<file path="config.mk">
export PLATFORM = sky130hd
export DESIGN_NAME = uart_mmio_bridge
export DESIGN_NICKNAME = d
export VERILOG_FILES = /design/src/rtl/uart_mmio_bridge.sv
export SDC_FILE = /design/constraint.sdc
export NUM_CORES = 1
export LEC_CHECK = 0
export ABC_AREA = 1
export CORE_ASPECT_RATIO = 1.75
export CORE_MARGIN = 2
export CORE_UTILIZATION = 59
export DETAILED_ROUTE_END_ITERATION = 8
export GPL_ROUTABILITY_DRIVEN = 0
export PLACE_DENSITY = 0.91
export SYNTH_ARGS = -nofsm -noshare
export SYNTH_HDL_FRONTEND = slang
export SYNTH_SLANG_ARGS = --single-unit
</file>
<file path="constraint.sdc">
create_clock -name clk -period 3.41 [get_ports clk]
set_input_delay 0.341 -clock clk [delete_from_list [all_inputs] [get_ports clk]]
set_output_delay 0.341 -clock clk [all_outputs]
set_load 0.02 [all_outputs]
</file>
<file path="src/rtl/uart_mmio_bridge.sv">
// Memory-mapped responder linking the CPU load/store port to the uart ready/valid
// interfaces: RX FIFO, TX holding register, cycle and retired-instruction counters.
module uart_mmio_bridge #(
    parameter int unsigned RX_FIFO_DEPTH = 8,
    parameter logic [31:0] IO_BASE       = 32'h8000_0000
) (
    input  logic        clk,
    input  logic        rst,
    input  logic [31:0] addr,
    input  logic        re,
    input  logic [3:0]  we,
    input  logic [31:0] wdata,
    output logic [31:0] rdata,
    input  logic        inst_retired,
    output logic [7:0]  uart_tx_data,
    output logic        uart_tx_valid,
    input  logic        uart_tx_ready,
    input  logic [7:0]  uart_rx_data,
    input  logic        uart_rx_valid,
    output logic        uart_rx_ready
);

    localparam int unsigned AW = $clog2(RX_FIFO_DEPTH);
    localparam logic [AW:0] FULL_COUNT = RX_FIFO_DEPTH[AW:0];

    // Word offsets within the register block (addr[7:2]).
    typedef enum logic [5:0] {
        REG_CTRL = 6'h00,
        REG_RX   = 6'h01,
        REG_TX   = 6'h02,
        REG_CYC  = 6'h04,
        REG_INST = 6'h05,
        REG_CLR  = 6'h06
    } reg_e;

    logic        hit;
    logic [5:0]  word;
    logic        store;
    logic        rx_read;
    logic        tx_store;
    logic        cnt_clear;

    logic [7:0]    fifo_mem [RX_FIFO_DEPTH];
    logic [AW-1:0] rd_ptr;
    logic [AW-1:0] wr_ptr;
    logic [AW:0]   count;
    logic          fifo_full;
    logic          fifo_empty;
    logic          push;
    logic          pop;

    logic [31:0] cycle_cnt;
    logic [31:0] inst_cnt;
    logic [31:0] rd_val;

    logic unused_bits;
    assign unused_bits = ^{addr[1:0], wdata[31:8]};

    assign hit       = (addr[31:8] == IO_BASE[31:8]);
    assign word      = addr[7:2];
    assign store     = |we;
    assign rx_read   = re && hit && (word == REG_RX);
    assign tx_store  = store && hit && (word == REG_TX);
    assign cnt_clear = store && hit && (word == REG_CLR);

    assign fifo_full     = (count == FULL_COUNT);
    assign fifo_empty    = (count == '0);
    assign uart_rx_ready = !fifo_full;
    assign push          = uart_rx_valid && !fifo_full;
    assign pop           = rx_read && !fifo_empty;

    always_ff @(posedge clk) begin
        if (push) begin
            fifo_mem[wr_ptr] <= uart_rx_data;
        end
    end

    always_ff @(posedge clk) begin
        if (rst) begin
            rd_ptr <= '0;
            wr_ptr <= '0;
            count  <= '0;
        end else begin
            if (push) begin
                wr_ptr <= wr_ptr + 1'b1;
            end
            if (pop) begin
                rd_ptr <= rd_ptr + 1'b1;
            end
            case ({push, pop})
                2'b10:   count <= count + 1'b1;
                2'b01:   count <= count - 1'b1;
                default: count <= count;
            endcase
        end
    end

    // A store landing in the handshake cycle sees the register still full and is dropped.
    always_ff @(posedge clk) begin
        if (rst) begin
            uart_tx_valid <= 1'b0;
            uart_tx_data  <= '0;
        end else if (uart_tx_valid && uart_tx_ready) begin
            uart_tx_valid <= 1'b0;
        end else if (!uart_tx_valid && tx_store) begin
            uart_tx_valid <= 1'b1;
            uart_tx_data  <= wdata[7:0];
        end
    end

    always_ff @(posedge clk) begin
        if (rst || cnt_clear) begin
            cycle_cnt <= '0;
            inst_cnt  <= '0;
        end else begin
            cycle_cnt <= cycle_cnt + 32'd1;
            inst_cnt  <= inst_cnt + {31'd0, inst_retired};
        end
    end

    always_comb begin
        rd_val = '0;
        if (hit) begin
            case (word)
                REG_CTRL: rd_val = {30'd0, !fifo_empty, !uart_tx_valid};
                REG_RX:   rd_val = fifo_empty ? 32'd0 : {24'd0, fifo_mem[rd_ptr]};
                REG_CYC:  rd_val = cycle_cnt;
                REG_INST: rd_val = inst_cnt;
                default:  rd_val = '0;
            endcase
        end
    end

    always_ff @(posedge clk) begin
        if (rst) begin
            rdata <= '0;
        end else if (re) begin
            rdata <= rd_val;
        end
    end

endmodule

</file>
# Word-level counts from Yosys, hierarchy flattened
# Memory sizes are Yosys's and may differ from the RTL's. A register that Yosys moved wholly into a read port is not among the register bits.
# Index checks and enable logic that the tools add are counted.
dict set report totals {
  memories 1
  out_inout_bits 42
  ram_bits 64
  ff_bits 115
}
dict set report op_classes {
  muxes 8
  reduce_logical 19
  n_bitwise 1
  n_eq_ne 9
  add_sub_neg 6
}
# memory words width rd rd_clocked_by_memory_dff write_ports line_no
set memory_table {}
lappend memory_table {fifo_mem 8 8 1 1 1 43} ;# logic [7:0] fifo_mem [RX_FIFO_DEPTH];
# operator n
set ops {}
lappend ops {{32-bit case mux with 4 select lines} 1}
lappend ops {{32-bit by 1-bit adder with 32-bit output} 1}
lappend ops {{32-bit by 1-bit adder with 32-bit output (second input constant)} 1}
lappend ops {{32-bit 2-to-1 mux} 1}
lappend ops {{24-bit == test (second input constant)} 1}
lappend ops {{6-bit by 3-bit == test with 1-bit output (second input constant)} 3}
lappend ops {{1-bit logical AND} 9}
lappend ops {{8-bit 2-to-1 mux} 1}
lappend ops {{4-bit case mux with 2 select lines} 1}
lappend ops {{3-bit by 1-bit adder with 3-bit output (second input constant)} 2}
lappend ops {{6-bit by 1-bit == test with 1-bit output (second input constant)} 1}
lappend ops {{6-bit by 2-bit == test with 1-bit output (second input constant)} 1}
lappend ops {{6-bit zero test} 1}
lappend ops {{3-bit 2-to-1 mux} 2}
lappend ops {{4-bit by 1-bit adder with 4-bit output (second input constant)} 1}
lappend ops {{4-bit == test (second input constant)} 1}
lappend ops {{4-bit zero test} 1}
lappend ops {{4-bit OR reduction} 1}
lappend ops {{4-bit by 1-bit subtractor with 4-bit output (second input constant)} 1}
lappend ops {{1-bit zero test} 3}
lappend ops {{2-bit by 1-bit == test with 1-bit output (second input constant)} 1}
lappend ops {{2-bit == test (second input constant)} 1}
lappend ops {{1-bit 2-to-1 mux} 2}
lappend ops {{2-bit AND reduction} 1}
lappend ops {{4 further kinds} 4}

# Longest topological paths before layout
dict set report logic_depth {
  word_depth 6
  ltp_mapped 15
}

# Worst setup path after synthesis
# Ideal clock, no wire load.
dict set report synth_timing {
  path_type {input-to-reg}
  start {input addr[7]}
  end {register count[2]}
  required_time_ps 3295
  path_slack_ps 1248
  setup_time_ps 115
  arrival_time_ps 2046
  cell_stages 14
  path_cell_list {nor2_4 -> nand2_1 -> nor2_1 -> and2_1 -> buf_2 -> nand2_1 -> inv_1 -> ha_1 -> xor2_1 -> ha_1 -> a21oi_1 -> xnor2_1 -> o21ai_0 -> inv_1}
}
dict set report synth_via {
  elab_chain_len 5
  word_cells_on_any_way 7
  classes_between {eq/ne: 3; mux: 1; reduce/logical: 3}
}
# element line_no
set synth_lines {}
lappend synth_lines {{start, declared} 9} ;# input logic [31:0] addr,
lappend synth_lines {{6-bit by 1-bit == test with 1-bit output (*)} 62} ;# assign rx_read = re && hit && (word == REG_RX);
lappend synth_lines {{1-bit logical AND (*)} 62}
lappend synth_lines {{1-bit logical AND (*)} 70} ;# assign pop = rx_read && !fifo_empty;
lappend synth_lines {{net pop} 50} ;# logic pop;
lappend synth_lines {{2-bit by 1-bit == test with 1-bit output / 2-bit == test (equally long branches)} 90} ;# case ({push, pop})
lappend synth_lines {{4-bit case mux with 2 select lines / 2-bit nonzero test (equally long branches)} n/a}
lappend synth_lines {{end signal, assigned} 91} ;# 2'b10: count <= count + 1'b1;
lappend synth_lines {{end signal, assigned} 92} ;# 2'b01: count <= count - 1'b1;
lappend synth_lines {{end signal, assigned} 93} ;# default: count <= count;
lappend synth_lines {{end, declared} 46} ;# logic [AW:0] count;
# The timed path passes the listed nets; every way through them passes the cells marked *.
# A chain may end at the register's enable or synchronous reset.

# Final worst setup path
dict set report layout_timing {
  start {input addr[27]}
  end {register count[2]}
}
dict set report layout_via {
  elab_chain_len 6
  word_cells_on_any_way 8
  classes_between {eq/ne: 3; mux: 1; reduce/logical: 4}
}
# element line_no
set layout_lines {}
lappend layout_lines {{24-bit == test (*)} 59} ;# assign hit = (addr[31:8] == IO_BASE[31:8]);
lappend layout_lines {{1-bit logical AND (*) (2 in series)} 62}
lappend layout_lines {{1-bit logical AND (*)} 70}
lappend layout_lines {{net pop} 50}
lappend layout_lines {{2-bit by 1-bit == test with 1-bit output / 2-bit == test (equally long branches)} 90}
lappend layout_lines {{4-bit case mux with 2 select lines / 2-bit nonzero test (equally long branches)} n/a}
# Marks and branches as above.

==> impl_summary.md <==
Outcome
The flow ran to the end, and the final reports show no timing, DRC or antenna violations.

STA
Setup repair after global routing left no endpoint under its margin. The hold violation count in the final report is 0. The max-slew violation count is 0. Between clock sinks in the finished design, the worst skew comes to 0.0105 ns. Measured against its own limit, the worst slew margin works out to 32.1%. For the pin with the worst max-slew slack, the measured transition is 1.02 ns. After routing, the total negative slack on setup checks comes to 0 ns.

The worst path uses 83.1% of the clock period. Counting I/O delays and the setup requirement, the final critical path takes 2.83 ns. Setup violations remaining at the end of the flow were counted as 0. The maximum clock rate is 0.353 GHz.

Clocking
TritonCTS built the clock tree. The clock transition at the registers of the reported paths is 0.07 ns. The number of levels in the clock H-tree is 4. The insertion delay to the later sink of the worst-skew pair is 0.45 ns.

The TritonCTS sink count is 182. The total setup buffers inserted after CTS is 0. The clock tree buffer depth is 2. In this run the clock root is driven by a clkbuf_16. In this run, post-CTS repair resized a total of 0 instances. Clock tree synthesis inserted a total of 17 buffers. The number of buffers inserted for hold repair after clock tree synthesis is 0.

Detailed routing
The count of unresolved DRC violations after routing is 0. The routed wire length is 23,500 um. Dividing the detail-routed wire length by the instance count gives 17.7 um.

The number of vias after detailed routing is 7,734. The detailed router finished its first iteration with 670 violations. The post-route antenna net violation count is 0. The first-pass detailed-route iteration total is 7. Dividing the detail-routed via count by the number of cells gives 5.81.

Worst hold path
The worst min-delay path startpoint is rdata[24]. The tightest min-delay check is of the reg -> reg type.

GRT
The first-pass GRT wire length is 36,700 um. The overall global routing resource usage is 31.6%. The number of antenna violations at the first check in global routing is 0. Global routing finished with a remaining overflow of 0. The via count of the first global-routing pass was 7,668.

The pin count of the biggest net entering global routing is 65.

Yosys
The number of enable-type register cells in the synthesized netlist is 64. In the synthesized netlist the async set-or-reset flop fraction comes to 0%. The post-synthesis instance area is 8460 um2.

Among all flip-flop cells after synthesis, the most frequent one is dfxtp_1. The count of yosys warnings during synthesis is 0. Yosys mapped the design onto 36 distinct sky130hd cell types. The synthesized net count is 1,142. The synthesized design contains 182 register bits. The average instance in the mapped netlist occupies 8.04 um2. The cell count after synthesis came out at 1,052. After synthesis, flip-flops and latches occupy 50.7% of the total area.

Floorplan
The vertical extent of the die is 162 um. The die is 94.5 um wide. 124 I/O pins were placed.

The total area inside the core boundary comes to 14,000 um2. The die covers 15,300 um2. The starting utilization of the core area is 60.5%. The standard-cell row count is 57.

Finish
Cells with a size suffix above 1 make up 6.06% of the layout. The top cell types in the final layout, fill and taps aside, are nand2_1 (226), nor2_1 (176), dfxtp_1 (118), clkdlybuf4s50_1 (97), inv_1 (96). The number of antenna diodes in the final layout is 0. The net count of the finished layout is 1,232. The finished layout holds 1,332 standard cells, fillers aside.

The synthesis-to-finish area growth is 20.2%. The most common cell after layout, fill and taps aside is nand2_1.

Power and ir drop
The analysis attributes to cell leakage a power of 3.35 nW. Net switching is 24.4% of the power. The total power per unit cell area is 444 nW/um2. The combinational share of power is 4.4%. IR analysis of the VDD net gives a maximum drop of 0.000549 V.

The register share of total power is 50.7%. The share of total power dissipated in the clock network is 44.9%. The analysis attributes to net switching a power of 1.10 mW. The internal power of the cells totals 3.41 mW.

Setup path
STA classifies the critical path endpoint as a flop. The data required time of the critical path is 3.75 ns. Across all register-to-register paths, the minimum setup slack is 0.78 ns. Tracing the worst setup path back leads to its startpoint at addr[27].

By startpoint and endpoint, the worst setup path is classified as in -> reg. Data arrives at the worst endpoint at 3.18 ns. The reg-to-reg critical path startpoint is count[0]. In this run the worst path has a maximum fanout of 6.

The worst setup path is launched from an input pin.

Placed design
The number of port buffers is 97. After detailed placement, the design holds a cell count of 1,300. After legalization and detailed placement, the total HPWL measured 15,900 um.

Run
The max capacitance violation total is 0.
==> layout make-up <==
type	instances	area [um2]
clock buffer	17	425
clock inverter	15	186
fill	977	3820
inverter	101	379
multi-input combinational	736	3630
sequential	182	4280
tap	177	221
timing repair buffer	104	1040
==> cells by family after synthesis <==
group | share of synthesized area (%)
xor gates and xnor gates | 3.31
AOI/OAI and AO/OA | 11.0
adders and majority gates | 1.18
and+or+nand+nor | 27.3
buffers and inverters | 6.49
DFF | 50.7
==> synthesized netlist by cell type (8+ instances only) <==
master      n  area, um2
nand3_1    57        285
inv_1      96        360
ha_1        8        100
xor2_1     25        219
clkbuf_1   14       52.6
nor3_1     27        135
edfxtp_1   64       1920
o21ai_0    52        260
nand4_1    14       87.6
a21oi_1    72        360
o22ai_1    20        125
nand2_1   226        848
nor2_1    176        661
dfxtp_1   118       2360
o211ai_1   14        105
==> flip-flops by register name (all words and copies together) (netlist names), named ones only <==
register / count
inst_cnt: 32
uart_tx_valid: 1
count: 4
rdata: 32
wr_ptr: 3
rd_ptr: 3
cycle_cnt: 32
fifo_mem: 64
uart_tx_data: 8
==> power groups by stage <==
stage / combinational (mW) / clock, mW / sequential, mW
4_1_cts: 0.198 / 2.01 / 2.29
3_3_place_gp: 0.188 / 0 / 2.34
5_1_grt: 0.218 / 2.10 / 2.29
6_report: 0.200 / 2.03 / 2.29
3_5_place_dp: 0.194 / 0 / 2.34
2_1_floorplan: 0.0928 / 0 / 2.33
==> per-layer routing <==
layer	GRT usage, %	vias up	routed length (um)
met5	0	-	0
met1	31.4	3550	7710
li1	-	3661	-
met2	56.3	399	12200
met4	22.2	0	1940
met3	7.36	124	1660
==> worst max-delay path: stages <==
cell             delay (ns)
clkdlybuf4s50_1        0.41
nor2_1                 0.11
nand2_1                0.06
nor2_1                 0.10
nand3_1                0.28
nor2_1                 0.26
nand2_1                0.13
inv_1                  0.19
ha_1                   0.28
xor2_1                 0.31
ha_1                   0.25
a21oi_1                0.07
xnor2_1                0.15
o21ai_0                0.17
inv_1                  0.05
==> path summary, 6_finish.rpt <==
path / cells past startpoint / endpoint
setup reg to reg: 14 / count[2]
hold reg to reg: 2 / rdata[24]
hold / removal: 2 / rdata[24]
setup / recovery: 15 / count[2]
==> stage by stage <==
stage | area [um2] | hold WS, ns | setup slack, ns | utilization, % | power, mW
finish | 10200 | 0.464 | 0.576 | 72.7 | 4.51
global route | 10200 | 0.484 | 0.349 | 72.7 | 4.61
CTS | 10200 | 0.466 | 0.617 | 72.7 | 4.50
detailed placement | 9550 | 0.454 | 0.387 | 68.3 | 2.53
global placement | 9550 | 0.449 | 0.524 | 68.3 | 2.52
floorplan | 8460 | 0.434 | 1.25 | - | 2.43
Note: power is estimated with default switching activity, not from simulation.
